### src/rtl/mcrd_pkg.sv
// Shared definitions for the multi-channel run detector
// and the status bank that consumes its counters.
package mcrd_pkg;

  typedef enum logic {
    OUT_MEALY = 1'b0,
    OUT_REG   = 1'b1
  } out_mode_e;

  // Unsigned add clamped to the largest w-bit value.
  function automatic logic [31:0] sat_add(
    input logic [31:0] a,
    input logic [31:0] b,
    input int unsigned w
  );
    logic [32:0] sum;
    logic [32:0] max;
    sum = {1'b0, a} + {1'b0, b};
    max = (33'd1 << w) - 33'd1;
    return (sum > max) ? max[31:0] : sum[31:0];
  endfunction

endpackage

### src/rtl/run_len_channel.sv
// One serial channel: saturating run counter, hit detect,
// captured run length and optional output register.
module run_len_channel
  import mcrd_pkg::*;
#(
  parameter int MIN_RUN = 1,
  parameter int CNT_W   = 4,
  parameter bit REG_OUT = 1'b0
) (
  input  logic             clock,
  input  logic             reset,
  input  logic             x_valid,
  input  logic             x_bit,
  output logic             hit,
  output logic             y,
  output logic [CNT_W-1:0] run_len
);

  localparam logic [CNT_W-1:0] CNT_MAX = '1;
  localparam logic [CNT_W-1:0] MIN_V = CNT_W'(MIN_RUN);

  logic [CNT_W-1:0] run_cnt_q, run_cnt_d;
  logic [CNT_W-1:0] run_len_q, run_len_d;

  always_comb begin
    hit       = x_valid & ~x_bit & (run_cnt_q >= MIN_V);
    run_cnt_d = run_cnt_q;
    run_len_d = run_len_q;
    if (x_valid) begin
      if (!x_bit)
        run_cnt_d = '0;
      else if (run_cnt_q != CNT_MAX)
        run_cnt_d = run_cnt_q + 1'b1;
    end
    if (hit)
      run_len_d = run_cnt_q;
  end

  always_ff @(posedge clock or negedge reset) begin
    if (!reset) begin
      run_cnt_q <= '0;
      run_len_q <= '0;
    end else begin
      run_cnt_q <= run_cnt_d;
      run_len_q <= run_len_d;
    end
  end

  assign run_len = run_len_q;

  if (REG_OUT == bit'(OUT_REG)) begin : g_reg
    logic y_q, y_d;
    assign y_d = hit;
    always_ff @(posedge clock or negedge reset) begin
      if (!reset) y_q <= 1'b0;
      else        y_q <= y_d;
    end
    assign y = y_q;
  end else begin : g_mealy
    assign y = hit;
  end

endmodule

### src/rtl/multi_channel_run_detector.sv
// Detects a 0 after a run of >= MIN_RUN 1s on each channel
// and keeps a shared saturating count of detections.
module multi_channel_run_detector
  import mcrd_pkg::*;
#(
  parameter int CHANNELS = 4,
  parameter int MIN_RUN  = 1,
  parameter int CNT_W    = 4,
  parameter bit REG_OUT  = 1'b0,
  parameter int HIT_W    = 8
) (
  input  logic                      clock,
  input  logic                      reset,
  input  logic                      x_valid,
  input  logic [CHANNELS-1:0]       x_in,
  input  logic                      clear,
  output logic [CHANNELS-1:0]       y_out,
  output logic [CHANNELS*CNT_W-1:0] run_len,
  output logic [HIT_W-1:0]          hit_count
);

  logic [CHANNELS-1:0] hit;
  logic [31:0]         pop;
  logic [HIT_W-1:0]    hit_count_q, hit_count_d;

  for (genvar c = 0; c < CHANNELS; c++) begin : g_ch
    run_len_channel #(
      .MIN_RUN (MIN_RUN),
      .CNT_W   (CNT_W),
      .REG_OUT (REG_OUT)
    ) u_ch (
      .clock   (clock),
      .reset   (reset),
      .x_valid (x_valid),
      .x_bit   (x_in[c]),
      .hit     (hit[c]),
      .y       (y_out[c]),
      .run_len (run_len[c*CNT_W +: CNT_W])
    );
  end

  always_comb begin
    pop = '0;
    for (int c = 0; c < CHANNELS; c++)
      pop = pop + 32'(hit[c]);
    if (clear)
      hit_count_d = '0;
    else
      hit_count_d = HIT_W'(sat_add(32'(hit_count_q), pop, HIT_W));
  end

  always_ff @(posedge clock or negedge reset) begin
    if (!reset) hit_count_q <= '0;
    else        hit_count_q <= hit_count_d;
  end

  assign hit_count = hit_count_q;

endmodule

### config.mk
export PLATFORM = sky130hd
export DESIGN_NAME = multi_channel_run_detector
export DESIGN_NICKNAME = d
export VERILOG_FILES = /design/src/rtl/mcrd_pkg.sv /design/src/rtl/run_len_channel.sv /design/src/rtl/multi_channel_run_detector.sv
export SDC_FILE = /design/constraint.sdc
export NUM_CORES = 1
export LEC_CHECK = 0
export CAP_MARGIN = 20
export CORE_MARGIN = 2
export CORE_UTILIZATION = 28
export DETAILED_ROUTE_END_ITERATION = 8
export GPL_ROUTABILITY_DRIVEN = 1
export GPL_TIMING_DRIVEN = 0
export HOLD_SLACK_MARGIN = 0.03
export SLEW_MARGIN = 30
export SYNTH_ARGS = -nofsm -noshare
export SYNTH_HDL_FRONTEND = slang
export SYNTH_SLANG_ARGS = --single-unit
### constraint.sdc
create_clock -name clock -period 7.81 [get_ports clock]
set_input_delay 1.562 -clock clock [delete_from_list [all_inputs] [get_ports clock]]
set_output_delay 1.562 -clock clock [all_outputs]
set_load 0.02 [all_outputs]
==> results.sh <==
export IMPL_diodes=0
export IMPL_async_flop_share_pct=100.0
export IMPL_crit_arrival_ns=3.34
export IMPL_synth_top_cells_by_count="dfrtp_1, a21oi_1, mux2_2"
export IMPL_period_share_pct=62.71
export IMPL_grt_overflow_total=0
export IMPL_path_class="in -> out"
export IMPL_slowest_delay_ns=0.59
export IMPL_synth_most_common_cell="dfrtp_1"
export IMPL_met1_length_mm=2.146
export IMPL_postLayoutCoreUtil_pct=36.02
export IMPL_p_leak_nw=1.189
export IMPL_fillCellCount=803
export IMPL_cts_inserted_buffers=5
export IMPL_ys_ff_latch=40
export IMPL_yosysWarnings=0
export IMPL_top_layer="met4"
export IMPL_htreeDepth=2
export IMPL_start_kind="input port"
export IMPL_yosysSeqAreaShare_pct=45.38
export IMPL_cp_cell_sequence="clkdlybuf4s50_1 > nor3_4 > buf_4 > clkdlybuf4s50_1"
export IMPL_dp_hpwl_mm=3.261
export IMPL_cell_internal_pwr_w=0.0004100
export IMPL_cts_tree="yes"
export IMPL_clk_pin_slew_ns=0.07
export IMPL_power_frac_seq_pct=44.5
export IMPL_core_um2=7687
export IMPL_cts_hold_buf=0
export IMPL_cts_path_max_buffers=2
export IMPL_status="finished, final reports clean"
export IMPL_io_pins=36
export IMPL_syn_nets=218
export IMPL_p_comb_share_pct=32.0
export IMPL_postRouteWirelength_mm=4.484
export IMPL_switchingPower_w=0.0001942
export IMPL_io_buffers=33
export IMPL_clock_root_buffer="clkbuf_8"
export IMPL_drt_iter0_markers=70
export IMPL_dr_pass1_iters=4
export IMPL_syn_area_per_cell_um2=11.37
export IMPL_cts_setup_buffers=0
export IMPL_die_h_um=92.76
export IMPL_grt_pass1_vias=1651
export IMPL_rsz0062_at_grt="false"
export IMPL_cp_end_kind="output port"
export IMPL_synth_edff_count=0
export IMPL_cpMostUsedCell="clkdlybuf4s50_1"
export IMPL_die_area_um2=8604
export IMPL_slowest_stage="clkdlybuf4s50_1"
export IMPL_grt_pass1_wl_mm=7.852
export IMPL_drive_above_1_share_pct=16.53
export IMPL_cellPowerDensity_nw_per_um2=218.2
export IMPL_gr_usage_all_layers_pct=11.43
export IMPL_critical_path_top_delay_family="buffers and inverters"
export IMPL_layout_min_cycle_time_ns=4.898
export IMPL_drtAntennaViolNets=0
export IMPL_vias_per_cell=4.876
export IMPL_synth_top_area_share_pct=45.38
export IMPL_synth_cell_types=34
export IMPL_grt_max_degree=26
export IMPL_gp_congestion=0.7675
export IMPL_clock_sinks=40
export IMPL_crit_fanout=7
export IMPL_synth_area_um2=2206
export IMPL_switching_share_pct=32.15
export IMPL_finish_net_count=259
export IMPL_synth_flop_cell="dfrtp_1"
export IMPL_maxCapViolations=0
export IMPL_max_slew_margin_pct=66.55
export IMPL_clock_fmax_mhz=204.2
export IMPL_tns_ns=0
export IMPL_vias=1648
export IMPL_antenna_found_initial=0
export IMPL_wl_met2_mm=2.107
export IMPL_die_w_um=92.76
export IMPL_cts_resized=0
export IMPL_finalHoldViolations=0
export IMPL_p_total_w=0.0006042
export IMPL_start_util_pct=28.69
export IMPL_clkPwrFrac_pct=23.5
export IMPL_drc=0
export IMPL_seq_area_um2=1001
export IMPL_wire_per_inst_um=13.27
export IMPL_synth_top_area_cell="dfrtp_1"
export IMPL_hold_class="reg -> reg"
export IMPL_ir_worst_vdd_v=0.00007324
export IMPL_dp_slack_ns=2.907
export IMPL_clk_latency_ns=0.29
export IMPL_worst_pin_slew_ns=0.5017
export IMPL_synth_cells=194
export IMPL_fin_skew_ns=0.005272
export IMPL_area_growth_pct=25.52
export IMPL_slew_violations=0
export IMPL_multi_input_area_um2=1087
export IMPL_setup_ws_ns=2.912
export IMPL_dr_wl_met3_um=193
export IMPL_required_ns=6.25
export IMPL_setup_viol=0
export IMPL_synth_area_top_cells="dfrtp_1, mux2_2, ha_1"
export IMPL_rows=32
export IMPL_cp_num_buf_inv=3
==> power groups by stage <==
| stage | sequential [W] | combinational (W) | clock [W] |
|---|---|---|---|
| after floorplan | 0.000297 | 0.0000893 | 0 |
| final | 0.000269 | 0.000193 | 0.000142 |
| after global placement | 0.000273 | 0.000193 | 0 |
| after detailed placement | 0.000274 | 0.000197 | 0 |
| after CTS | 0.000270 | 0.000197 | 0.000149 |
| after global routing | 0.000275 | 0.000210 | 0.000159 |
==> routing by layer <==
layer,track usage (%),vias to the layer above
li1,-,788
met3,3.417,5
met4,3.554,0
met1,15.48,830
met2,17.57,25
met5,0,-
==> per-stage QoR <==
step / hold WS [ns] / std cells / cell area (um2)
CTS: 0.5144 / 338 / 2769
global placement: 0.4922 / 329 / 2664
global route: 0.5338 / 338 / 2769
floorplan: 0.5725 / 194 / 2206
finish: 0.5056 / 338 / 2769
detailed placement: 0.4951 / 330 / 2679
==> layout make-up <==
type	count	area share [%]
sequential	40	36.15
clock buffer	8	3.253
inverter	16	2.169
tap	102	4.609
buffer	9	2.079
multi-input combinational	129	39.27
timing repair buffer	34	12.47
==> cell usage in the layout (no fill, tap or decap), drive strengths merged <==
cell / synthesis / routed
a211oi: 2 / 2
a21oi: 17 / 17
a31oi: 1 / 1
a41o: 4 / 4
a41oi: 4 / 4
and4: 2 / 2
buf: 7 / 9
clkbuf: 2 / 10
clkdlybuf4s50: 0 / 32
dfrtp: 40 / 40
fa: 3 / 3
ha: 13 / 13
inv: 16 / 16
mux2: 16 / 16
nand2: 14 / 14
nand2b: 4 / 4
nand3: 8 / 8
nand4: 5 / 5
nor2: 1 / 1
nor2b: 2 / 2
nor3: 7 / 7
nor4: 1 / 1
nor4b: 4 / 4
o2111ai: 1 / 1
o21a: 1 / 1
o21ai: 9 / 9
o221ai: 4 / 4
o22ai: 4 / 4
xnor2: 1 / 1
xor2: 1 / 1
==> path summary, 6_finish.rpt <==
path	start	endpoint	slack, ns	depth (start not counted)
setup / recovery	x_in[2]	y_out[2]	2.91	4
hold / removal	g_ch[1].u_ch.run_len[3]	g_ch[1].u_ch.run_len[3]	0.51	1
setup reg to reg	g_ch[2].u_ch.run_cnt_q[0]	hit_count[7]	4.62	12
hold reg to reg	g_ch[1].u_ch.run_len[3]	g_ch[1].u_ch.run_len[3]	0.51	1
max in group asynchronous	reset	g_ch[0].u_ch.run_cnt_q[2]	6.14	2
min in group asynchronous	reset	hit_count[7]	1.20	1
==> state kept, by name, indices dropped and copies added, names as in the netlist <==
register / cells
g_ch.u_ch.run_cnt_q: 16
g_ch.u_ch.run_len: 16
hit_count: 8
==> logic make-up after synthesis <==
family / share of synthesized area [%]
DFF: 45.38
buffers and inverters: 5.331
adders and majority gates: 10.10
xor gates and xnor gates: 0.7942
AOI/OAI and AO/OA: 13.73
and+or+nand+nor: 16.51
muxes: 8.168
(Power assumes the default switching activity.)
